--- src/rtl/ps2_pkg.sv ---
// Shared PS/2 scan-code set 2 constants and decoder state encoding.
package ps2_pkg;

  localparam logic [7:0] PS2_PREFIX_EXT   = 8'hE0;
  localparam logic [7:0] PS2_PREFIX_BREAK = 8'hF0;

  // Device responses and the pause sequence lead-in; never key events.
  localparam logic [7:0] PS2_ACK    = 8'hFA;
  localparam logic [7:0] PS2_BAT_OK = 8'hAA;
  localparam logic [7:0] PS2_ECHO   = 8'hEE;
  localparam logic [7:0] PS2_RESEND = 8'hFE;
  localparam logic [7:0] PS2_PAUSE  = 8'hE1;

  typedef enum logic [1:0] {
    ST_IDLE = 2'd0,
    ST_E0   = 2'd1,
    ST_F0   = 2'd2,
    ST_E0F0 = 2'd3
  } ps2_state_t;

  function automatic logic is_non_key(input logic [7:0] b);
    return (b == PS2_ACK) || (b == PS2_BAT_OK) || (b == PS2_ECHO) ||
           (b == PS2_RESEND) || (b == PS2_PAUSE);
  endfunction

endpackage

--- src/rtl/ps2_byte_history.sv ---
// Shift-register history of received bytes (slice 0 newest) with a
// saturating fill count.
module ps2_byte_history #(
  parameter int DEPTH = 4
) (
  input  logic                         CLOCK_50,
  input  logic                         reset,
  input  logic                         clear,
  input  logic                         shift_en,
  input  logic [7:0]                   shift_data,
  output logic [8*DEPTH-1:0]           hist_data,
  output logic [$clog2(DEPTH+1)-1:0]   hist_count
);

  localparam int CW = $clog2(DEPTH + 1);

  // Shift each new byte in at slice 0; clear wins over a same-cycle byte.
  always_ff @(posedge CLOCK_50 or posedge reset) begin
    if (reset) begin
      hist_data  <= '0;
      hist_count <= '0;
    end else if (clear) begin
      hist_data  <= '0;
      hist_count <= '0;
    end else if (shift_en) begin
      hist_data[7:0] <= shift_data;
      for (int i = 1; i < DEPTH; i++)
        hist_data[8*i +: 8] <= hist_data[8*(i-1) +: 8];
      if (hist_count != CW'(DEPTH))
        hist_count <= hist_count + 1'b1;
    end
  end

endmodule

--- src/rtl/ps2_key_tracker.sv ---
// PS/2 set 2 make/break decoder with per-key held state, press/release
// pulses, a decoded event stream and a byte history.
//
// state   | meaning
// --------+--------------------------------------------------
// IDLE    | no prefix pending; next key byte is a plain make
// E0      | extended prefix seen; next key byte is an ext make
// F0      | break prefix seen; next byte is a plain break
// E0F0    | extended break prefix seen; next byte is an ext break
module ps2_key_tracker
  import ps2_pkg::*;
#(
  parameter int                  NUM_KEYS       = 4,
  parameter logic [NUM_KEYS*8-1:0] KEY_CODES    = {8'h23, 8'h1B, 8'h1C, 8'h1D},
  parameter logic [NUM_KEYS-1:0] KEY_EXT        = '0,
  parameter int                  HIST_DEPTH     = 4,
  parameter int                  TIMEOUT_CYCLES = 2500000
) (
  input  logic                            CLOCK_50,
  input  logic                            reset,
  input  logic                            clear,
  input  logic [7:0]                      ps2_data,
  input  logic                            ps2_data_en,
  output logic [NUM_KEYS-1:0]             key_down,
  output logic [NUM_KEYS-1:0]             key_press,
  output logic [NUM_KEYS-1:0]             key_release,
  output logic                            event_valid,
  output logic [7:0]                      event_code,
  output logic                            event_ext,
  output logic                            event_break,
  output logic [8*HIST_DEPTH-1:0]         hist_data,
  output logic [$clog2(HIST_DEPTH+1)-1:0] hist_count
);

  // Prefix timeout runs as a down-counter: loaded on each prefix byte,
  // abandons the prefix when it sits at zero with no byte arriving.
  localparam int              TW       = (TIMEOUT_CYCLES > 1) ? $clog2(TIMEOUT_CYCLES) : 1;
  localparam logic [TW-1:0]   TMR_LOAD = TW'(TIMEOUT_CYCLES - 1);

  ps2_state_t          state, state_nxt;
  logic [TW-1:0]       tmr, tmr_nxt;
  logic                ev_fire, ev_ext_nxt, ev_brk_nxt;
  logic [NUM_KEYS-1:0] key_match;

  // State and timeout counter registers.
  always_ff @(posedge CLOCK_50 or posedge reset) begin
    if (reset) begin
      state <= ST_IDLE;
      tmr   <= '0;
    end else if (clear) begin
      state <= ST_IDLE;
      tmr   <= '0;
    end else begin
      state <= state_nxt;
      tmr   <= tmr_nxt;
    end
  end

  // Next-state decode, event detection and timeout countdown.
  always_comb begin
    state_nxt  = state;
    tmr_nxt    = tmr;
    ev_fire    = 1'b0;
    ev_ext_nxt = 1'b0;
    ev_brk_nxt = 1'b0;
    if (ps2_data_en) begin
      case (state)
        ST_IDLE: begin
          if (ps2_data == PS2_PREFIX_EXT)        state_nxt = ST_E0;
          else if (ps2_data == PS2_PREFIX_BREAK) state_nxt = ST_F0;
          else if (!is_non_key(ps2_data))        ev_fire   = 1'b1;
        end
        ST_E0: begin
          if (ps2_data == PS2_PREFIX_BREAK) state_nxt = ST_E0F0;
          else if (ps2_data != PS2_PREFIX_EXT) begin
            ev_fire    = 1'b1;
            ev_ext_nxt = 1'b1;
            state_nxt  = ST_IDLE;
          end
        end
        ST_F0: begin
          ev_fire    = 1'b1;
          ev_brk_nxt = 1'b1;
          state_nxt  = ST_IDLE;
        end
        default: begin
          ev_fire    = 1'b1;
          ev_ext_nxt = 1'b1;
          ev_brk_nxt = 1'b1;
          state_nxt  = ST_IDLE;
        end
      endcase
      tmr_nxt = (state_nxt == ST_IDLE) ? '0 : TMR_LOAD;
    end else if (state != ST_IDLE) begin
      if (tmr == '0) state_nxt = ST_IDLE;
      else           tmr_nxt   = tmr - 1'b1;
    end else begin
      tmr_nxt = '0;
    end
  end

  // Keys whose code and prefix both match the event being decoded.
  always_comb begin
    key_match = '0;
    for (int i = 0; i < NUM_KEYS; i++)
      key_match[i] = ev_fire && (ps2_data == KEY_CODES[8*i +: 8]) &&
                     (ev_ext_nxt == KEY_EXT[i]);
  end

  // Event stream: valid pulses, code/ext/break hold until the next event.
  always_ff @(posedge CLOCK_50 or posedge reset) begin
    if (reset) begin
      event_valid <= 1'b0;
      event_code  <= '0;
      event_ext   <= 1'b0;
      event_break <= 1'b0;
    end else if (clear) begin
      event_valid <= 1'b0;
      event_code  <= '0;
      event_ext   <= 1'b0;
      event_break <= 1'b0;
    end else begin
      event_valid <= ev_fire;
      if (ev_fire) begin
        event_code  <= ps2_data;
        event_ext   <= ev_ext_nxt;
        event_break <= ev_brk_nxt;
      end
    end
  end

  // Held state per key; edges only on real transitions so typematic is silent.
  always_ff @(posedge CLOCK_50 or posedge reset) begin
    if (reset) begin
      key_down    <= '0;
      key_press   <= '0;
      key_release <= '0;
    end else if (clear) begin
      key_down    <= '0;
      key_press   <= '0;
      key_release <= '0;
    end else begin
      key_press   <= '0;
      key_release <= '0;
      for (int i = 0; i < NUM_KEYS; i++) begin
        if (key_match[i]) begin
          if (ev_brk_nxt) begin
            key_down[i]    <= 1'b0;
            key_release[i] <= key_down[i];
          end else begin
            key_down[i]  <= 1'b1;
            key_press[i] <= !key_down[i];
          end
        end
      end
    end
  end

  ps2_byte_history #(
    .DEPTH(HIST_DEPTH)
  ) u_hist (
    .CLOCK_50  (CLOCK_50),
    .reset     (reset),
    .clear     (clear),
    .shift_en  (ps2_data_en),
    .shift_data(ps2_data),
    .hist_data (hist_data),
    .hist_count(hist_count)
  );

endmodule
--- config.mk ---
export PLATFORM = sky130hd
export DESIGN_NAME = ps2_key_tracker
export DESIGN_NICKNAME = d
export VERILOG_FILES = /design/src/rtl/ps2_pkg.sv /design/src/rtl/ps2_byte_history.sv /design/src/rtl/ps2_key_tracker.sv
export SDC_FILE = /design/constraint.sdc
export NUM_CORES = 1
export LEC_CHECK = 0
export ABC_AREA = 1
export CAP_MARGIN = 20
export CORE_MARGIN = 8
export CORE_UTILIZATION = 53
export DETAILED_ROUTE_END_ITERATION = 10
export PLACE_DENSITY = 0.8
export SETUP_SLACK_MARGIN = 0.1
export SLEW_MARGIN = 15
export SYNTH_ARGS = -nofsm -noshare
export SYNTH_HDL_FRONTEND = slang
export SYNTH_HIERARCHICAL = 1
export SYNTH_SLANG_ARGS = --single-unit
--- constraint.sdc ---
create_clock -name CLOCK_50 -period 2.1 [get_ports CLOCK_50]
set_input_delay 0.42 -clock CLOCK_50 [delete_from_list [all_inputs] [get_ports CLOCK_50]]
set_output_delay 0.42 -clock CLOCK_50 [all_outputs]
set_load 0.02 [all_outputs]
==> results of run 1 <==
-- cells in the mapped netlist, types with 2 or more instances --
library cell | count | area (um2)
sky130_fd_sc_hd__nand3_1 | 47 | 235
sky130_fd_sc_hd__nand2_2 | 6 | 37.5
sky130_fd_sc_hd__nand4_1 | 9 | 56.3
sky130_fd_sc_hd__xnor2_1 | 4 | 35.0
sky130_fd_sc_hd__nor2_2 | 5 | 31.3
sky130_fd_sc_hd__o21ai_0 | 23 | 115
sky130_fd_sc_hd__nand3_2 | 3 | 30.0
sky130_fd_sc_hd__a21oi_1 | 10 | 50.1
sky130_fd_sc_hd__o21ai_2 | 5 | 43.8
sky130_fd_sc_hd__a21oi_2 | 2 | 17.5
sky130_fd_sc_hd__nand2_4 | 3 | 33.8
sky130_fd_sc_hd__nor2_4 | 5 | 56.3
sky130_fd_sc_hd__dfrtp_1 | 82 | 2050
sky130_fd_sc_hd__buf_6 | 6 | 67.6
sky130_fd_sc_hd__inv_2 | 3 | 11.3
sky130_fd_sc_hd__nand2_1 | 89 | 334
sky130_fd_sc_hd__nor2_1 | 62 | 233
sky130_fd_sc_hd__o21ai_1 | 2 | 10.0
sky130_fd_sc_hd__ha_1 | 3 | 37.5
sky130_fd_sc_hd__o22ai_2 | 16 | 200
sky130_fd_sc_hd__inv_1 | 65 | 244
sky130_fd_sc_hd__buf_4 | 2 | 15.0
sky130_fd_sc_hd__xor2_1 | 7 | 61.3
sky130_fd_sc_hd__buf_2 | 4 | 20.0
-- state kept, by name, indices dropped and copies added, names as in the netlist --
name,cells
u_hist/hist_data,32
tmr,22
event_code,8
key_down,4
key_press,4
key_release,4
u_hist/hist_count,3
state,2
event_break,1
event_ext,1
event_valid,1
-- per-stage QoR --
stage	setup TNS, ps	instances
6_report	0	664
5_1_grt	0	664
4_1_cts	0	664
3_5_place_dp	-17.0	648
3_3_place_gp	0	648
2_1_floorplan	0	473
-- final cells by class --
cell class | instances | area (um2) | share of cell area [%]
well taps | 102 | 128 | 2.44
flip-flops and latches | 82 | 2050 | 39.3
inverters | 68 | 255 | 4.89
clock buffers | 9 | 124 | 2.37
clock inverters | 7 | 106 | 2.04
multi-input cells | 311 | 1710 | 32.8
repair buffers | 85 | 848 | 16.2
-- worst register-to-register path: stages, from the launching register on --
cell and delay (ps):
sky130_fd_sc_hd__dfrtp_1 380, sky130_fd_sc_hd__inv_1 130, sky130_fd_sc_hd__ha_1 210, sky130_fd_sc_hd__nand2_2 90, sky130_fd_sc_hd__nor2_4 150, sky130_fd_sc_hd__nand2_4 90
sky130_fd_sc_hd__nor3_4 190, sky130_fd_sc_hd__nor2_2 90, sky130_fd_sc_hd__nor2_2 230, sky130_fd_sc_hd__a21oi_1 80
-- where the power goes --
part           leakage [nW]  internal, mW  switching [mW]
Clock                 0.117         0.695           0.620
Combinational          1.23         0.189           0.303
Sequential             1.12          1.62          0.0313
Total                  2.47          2.50           0.954
-- routing by layer --
metal	global-route usage, %	vias to the layer above	routed length (um)
li1	-	1676	-
met1	22.9	1636	4210
met2	30.2	111	4610
met3	5.70	16	724
met4	7.45	0	152
met5	0	-	0
-- worst max path at each step --
| stage | cells after the start | endpoint |
|---|---|---|
| 3_3_place_gp | 10 | event_code[2] |
| 2_1_floorplan | 8 | tmr[2] |
| 5_1_grt | 9 | tmr[17] |
| 6_report | 1 | hist_count[1] |
| 4_1_cts | 1 | hist_count[2] |
| 3_5_place_dp | 9 | event_code[6] |
-- kinds of logic (layout without fill, tap and decap cells) --
group           Yosys count  in the layout
compound gates           59             59
xor+xnor                 11             11
fa+ha+maj                 3              3
buf+inv                  80            169
flops                    82             82
simple gates            238            238
==> summary by stage, run 1 <==
Critical path
Measured in cells, the most critical reg-to-reg path has a length of 9. Together, buffers and inverters on the worst path number 1. The largest individual stage delay along the critical path comes from the cell sky130_fd_sc_hd__clkdlybuf4s50_1.

The maximum fanout encountered on the critical timing path is 4. The data arrival time of the critical path is approximately 1400 ps. The peak per-stage delay on the critical path is 650 ps. The critical path startpoint is u_hist/hist_count[1]. The endpoint identified for the worst register-to-register timing path is tmr[17]. The startpoint kind of the worst setup timing path is a flop. Grouping stages by cell kind, the critical path spends the most delay in buffers and inverters. In this run the register-to-register setup slack is 320 ps. The type of the worst setup path is flop to output pin.

STA classifies the critical path endpoint as an output pin. The signal on the critical path passes through clkdlybuf4s50_1. The launch point of the worst reg-to-reg path is tmr[0]. The critical path data required time is 1680 ps.

GRT
The pin count of the biggest net entering global routing is 48. Global routing finished with a remaining overflow of 0. The wire length of the first global-routing pass is ~17 mm.

The via count of the first global-routing pass came to 3,610. The initial antenna violation count is 0. For this run, the total global-route usage over all layers was measured as 18.7%.

Route
After detailed routing, the number of remaining DRC violations is 0. Summing over every cut layer, the via total after detailed routing is 3,439. The number of optimization iterations in the first detailed-route pass is 5. The DRC marker count from the first detailed-route iteration is 168. The average vias per placed instance is 5.18.

The routed length per placed instance is about 15 um. The count of nets left with antenna violations after detail routing is 0. The total wire length is slightly below 10 mm.

STA
Subtracting the final worst setup slack from the clock period gives 1820 ps. The post-route worst setup slack is about 280 ps. For the pin with the worst max-slew slack, the measured transition is 440 ps. In the finished design, the share of the clock period the worst path needs comes to roughly 87%. The smallest hold slack is 443 ps.

The total count of max-transition violations in the final report came to 0. The relative slew slack is a little over two thirds. Setup repair after global routing left no endpoint under its margin. The clock skew after layout is 8.70 ps. The hold violation total from the final report is 0.

The total setup violations reported at the end of the flow is 0. For this run, the top clock speed supported by timing is 0.549 GHz.

CTS
After clock tree synthesis, the clock-pin slew on the worst setup and hold paths is about 90 ps. The TritonCTS sink count is 82. The clock buffer count from CTS is 9. The number of gates given a new drive strength after cts is 0. The post-cts hold buffer count is 0. The clock latency of the later-clocked register in the worst-skew pair is 350 ps. The cell sitting at the root of the clock tree is a sky130_fd_sc_hd__clkbuf_8. The number of levels the H-tree was split into is 3.

Counting along the longest clock path gives a buffer depth of 2. The clock tree from TritonCTS is built. After clock tree synthesis, the setup repair step added 0 buffers.

Synthesis
The number of warnings reported in the yosys synthesis log is 6. Of the total synthesized cell area, the portion taken by full adders, half adders and majority gates is 0.911%. The cell area after synthesis is 4120 um2. In the synthesized netlist the async set-or-reset flop fraction comes to 100%. The compound-gate portion of the synthesized area is 10.8%.

The post-synthesis cell type count is 34. The sequential share of the synthesized area is 49.8%. After synthesis, the largest family of logic cells by area is simple AND/OR/NAND/NOR gates. Multiplexer cells account for 0% of the synthesized area. The average instance area after synthesis is 8.71 um2. Yosys mapped a number of flops with a built-in enable equal to 0.

The synthesized instance count is roughly 470. After synthesis the netlist holds a flip-flop and latch count of 82. The basic-gate share of the synthesized area counting and, or, nand and nor cells is 27.5%. Synthesis produced a netlist with a net count of 488. The most used flip-flop cell after synthesis is sky130_fd_sc_hd__dfrtp_1. Of the total synthesized cell area, the portion taken by XOR and XNOR cells is 2.34%.

Die
The floorplan has 32 rows. The initial cell density of the core is 53.9%. The die outline area is 10,900 um2. The area of the placeable core is 7650 um2.

Measured along the y axis, the die boundary spans 104 um. The die boundary width is 104 um. The number of top-level pins is 70.

Power and ir drop
Power spread over the standard cell area amounts to between 600 and 700 nW/um2. In this run the static leakage power is 2.47 nW. The design draws 3.46 mW. The worst voltage drop across the vdd grid is 368 uV.

Status
The run finished with clean final reports.

Layout
The layout overhead on the synthesized area is 26.8%. Leaving out fill and tap cells, the most frequent cell in the layout is sky130_fd_sc_hd__nand2_1. Cells fill 68.3% of the core in the end.

The proportion of layout cells with a drive suffix above 1 is 15.3%. The post-layout net count is roughly 570. The repair_antennas step left the layout with diodes totalling 0. The filler cells instantiated in the layout total approximately 570.

Leaving out fill and tap cells, the most frequent cells in the layout are 89 x sky130_fd_sc_hd__nand2_1, 82 x sky130_fd_sc_hd__dfrtp_1, 69 x sky130_fd_sc_hd__clkdlybuf4s50_1, 64 x sky130_fd_sc_hd__inv_1, 62 x sky130_fd_sc_hd__nor2_1. The summed area of non-filler cells in the final layout is 5230 um2.

Placement
The global placer's final weighted congestion is 0.856. Before CTS, the worst setup slack after placement is -12.9 ps. The total of buffers placed on input and output ports is 69. The post-placement cell area is ~5000 um2. Summed over all nets, the half-perimeter wirelength after detailed placement is 7.21 mm.

Min path
The min-delay analysis places its worst path in the category primary input to asynchronous set/reset pin.

Flow run
Across the run, the number of max-cap violations was 0.
Note: power is estimated with default switching activity, not from simulation.
==> run 2: changes to the inputs <==
--- a/config.mk
+++ b/config.mk
@@ -7,7 +7,6 @@
 export LEC_CHECK = 0
 export ABC_AREA = 1
 export CAP_MARGIN = 20
-export CORE_MARGIN = 8
 export CORE_UTILIZATION = 53
 export DETAILED_ROUTE_END_ITERATION = 10
 export PLACE_DENSITY = 0.8
==> constraint.sdc (replaced) <==
create_clock -name CLOCK_50 -period 1.8 [get_ports CLOCK_50]
set_input_delay 0.36 -clock CLOCK_50 [delete_from_list [all_inputs] [get_ports CLOCK_50]]
set_output_delay 0.36 -clock CLOCK_50 [all_outputs]
set_load 0.02 [all_outputs]
==> summary by stage, run 2 (same netlist as run 1, synthesis figures left out) <==
Status
The flow ran to the end, and the final reports show no timing, DRC or antenna violations.

Route
The count of nets left with antenna violations after detail routing is 0 (unchanged). The routed length on met1 is 4.08 mm (-3.0%). Signal routing reaches up to met4. The total vias in the final route is 3,537 (+2.8%). The average vias per placed instance came to 5.11 (-1.3%). The total met2 wirelength after detailed routing is 4.56 mm (-1.1%). The routed wire length on met3 is 588 um (-19%). The routed length per placed instance was 13.4 um (-8.2%). The DRC marker count from the first detailed-route iteration is 190 (+13%). The remaining routing DRC violations is 0 (unchanged). The number of optimization iterations in the first detailed-route pass is 4 (-1).

The total wire length is 9.28 mm (-4.3%).

Critical path
The peak per-stage delay on the critical path was 430 ps (-220 ps). The cell repeated most along the worst path is sky130_fd_sc_hd__nor2_4. The maximum fanout encountered on the critical timing path was 5 (+1). The endpoint type of the worst setup path is a flop. The data arrival time of the critical path was 1920 ps (+520 ps). Walking the worst path, the cells encountered are nor2_2 > nand2_2 > nor2_4 > nand2_4 > nor3_4 > nor2_4 > nor2_4 > a21oi_1.

STA classifies the critical path startpoint as a flop. The worst setup path is of the flop to flop kind. The worst-path cell with the longest stage delay is sky130_fd_sc_hd__dfrtp_1. The critical path data required time is 2040 ps (+360 ps).

GRT
The initial antenna violation count is 0 (unchanged). The overall fraction of global-route tracks in use was 23.4% (+4.7 points). The via count of the first global-routing pass is 3,434 (-4.9%). The global-route congestion overflow total is 0 (unchanged). The pin count of the biggest net entering global routing is 36 (-25%). The wire length of the first global-routing pass came to 15.5 mm (-8.6%).

Layout
The largest registers in the layout are u_hist/hist_data x32, tmr x22, event_code x8. The number of flip-flops in the largest register came to 32 (unchanged). The count of filler cells inserted in the layout is 538 (-6.1%). The proportion of layout cells with a drive suffix above 1 is 21.4% (+6.1 points).

The layout overhead on the synthesized area is 33.1%. In the layout the commonest cells are 87 x sky130_fd_sc_hd__nand2_1, 82 x sky130_fd_sc_hd__dfrtp_1, 62 x sky130_fd_sc_hd__inv_1, 57 x sky130_fd_sc_hd__nor2_1, 47 x sky130_fd_sc_hd__nand3_1. The post-layout net count is 603 (+5.4%).

The register containing the most flip-flops in the final layout is u_hist/hist_data. The count of antenna diodes in the layout was 0 (unchanged). Leaving out fill and tap cells, the most frequent cell in the layout is sky130_fd_sc_hd__nand2_1.

Placement
The global placer's final weighted congestion was 0.844 (-1.3%). The total of buffers placed on input and output ports was 69 (unchanged). The half-perimeter wire length of the detailed placement result is 6.63 mm (-8.0%).

STA
The slew at the pin closest to its max-slew limit is 457 ps (+17.4 ps). The time the worst path needs with I/O delays and setup is 1680 ps. The final total negative setup slack is 0 ps (unchanged). The relative slew slack is 69.5% (-1.2 points). The hold violation total from the final report is 0 (unchanged). The total count of max-transition violations in the final report is 0 (unchanged). The total setup violations reported at the end of the flow was 0 (unchanged). The final worst-path cycle share is about 93%. For this run, the top clock speed supported by timing is around 0.60 GHz. The clock skew after layout is 13.7 ps (+4.96 ps). Setup repair after global routing could not meet its margin everywhere.

Power and ir drop
The leakage power figure is 3.01 nW (+22%). The worst voltage drop across the vdd grid is 412 uV (+12%). The total design power is 3.77 mW (+9.2%). The power per unit of standard cell area is 688 nW/um2 (+4.0%).

Min path
The tightest min-delay check is of the primary input to asynchronous set/reset pin type.

Die
The area of the placeable core was 7370 um2 (-3.6%). The die boundary width came to 90.2 um (-13%). The number of cell rows is 31 (-3.1%). The floorplan die height is 90.2 um (-13%).

The die outline area is 8130 um2 (-25%). The number of top-level pins came to 70 (unchanged). The initial cell density of the core is 55.9% (+2.0 points).

Flow run
The number of max-cap violations was 0 (unchanged).

CTS
The worst-case clock buffer depth is 2 (unchanged). TritonCTS built the clock tree. The clock latency of the later-clocked register in the worst-skew pair came to 360 ps (about the same). The post-cts hold buffer count came to 0 (unchanged).

The post-CTS clock slew at the launch and capture registers of the worst setup and hold paths is 100 ps (about the same). The clock buffer count from CTS came to 9 (unchanged). The number of levels the H-tree was split into came to 3 (unchanged).

The TritonCTS sink count came to 82 (unchanged). The cell at the root of the clock tree is sky130_fd_sc_hd__clkbuf_8.
==> run 2: cell types whose count changed in the layout (fill, tap and decap cells not counted), moves of 3 or more <==
| cell | change |
|---|---|
| sky130_fd_sc_hd__clkdlybuf4s50_1 | -51 |
| sky130_fd_sc_hd__dlygate4sd2_1 | +37 |
| sky130_fd_sc_hd__buf_4 | +31 |
| sky130_fd_sc_hd__dlymetal6s2s_1 | +14 |
| sky130_fd_sc_hd__nor2_1 | -5 |
| sky130_fd_sc_hd__nor2_4 | +5 |
| sky130_fd_sc_hd__clkinvlp_4 | +3 |
==> run 2: cell type report <==
type / instances / area, um2 / share of cell area (%)
sequential: 82 / 2050 / 37.4
multi-input combinational: 311 / 1800 / 32.8
timing repair buffer: 116 / 1070 / 19.5
inverter: 68 / 255 / 4.65
clock buffer: 9 / 124 / 2.26
tap: 99 / 124 / 2.26
clock inverter: 7 / 60.1 / 1.09
==> run 2: metal layers <==
| layer | vias to the layer above | GRT usage (%) |
|---|---|---|
| li1 | 1744 | - |
| met1 | 1699 | 30.4 |
| met2 | 89 | 38.6 |
| met3 | 5 | 6.68 |
| met4 | 0 | 5.91 |
| met5 | - | 0 |
==> run 2: timing repair <==
item | CTS | global route
gates cloned | 0 | 0
buffers inserted | 0 | 3
resized for setup | 38 | 34
pin swaps | 0 | 8
setup endpoints to repair | 40 | 48
==> run 2: path summary, 6_finish.rpt <==
| check | from | to | slack (ps) | cells after the start |
|---|---|---|---|---|
| max | tmr[5] | tmr[17] | 120 | 8 |
| min | reset | tmr[13] | 350 | 2 |
| max in group asynchronous | reset | key_down[0] | 940 | 3 |
| max reg2reg | tmr[5] | tmr[17] | 120 | 8 |
| min reg2reg | key_down[0] | key_press[0] | 470 | 1 |
| min in group CLOCK_50 | ps2_data[6] | u_hist/hist_data[6] | 390 | 3 |
==> run 2: worst max-delay path: cells and delay by family, from the launching register on <==
| family | cells | cell delay [ps] |
|---|---|---|
| DFF | 1 | 430 |
| AOI/OAI and AO/OA | 1 | 60 |
| and+or+nand+nor | 7 | 1070 |
==> run 2: where the power goes <==
| part | internal [mW] | switching, mW | leakage, nW |
|---|---|---|---|
| registers | 1.89 | 0.0346 | 1.12 |
| logic | 0.245 | 0.366 | 1.80 |
| clock network | 0.522 | 0.719 | 0.0844 |
==> run 2: per-stage QoR <==
step	area [um2]	hold slack (ps)	utilization (%)	instances	setup slack [ps]
global route	5490	385	74.4	692	35.1
CTS	5340	359	72.5	689	100
detailed placement	5200	475	70.6	673	-221
finish	5490	354	74.4	692	120
global placement	5200	461	70.6	673	-160
floorplan	4120	505	-	473	196
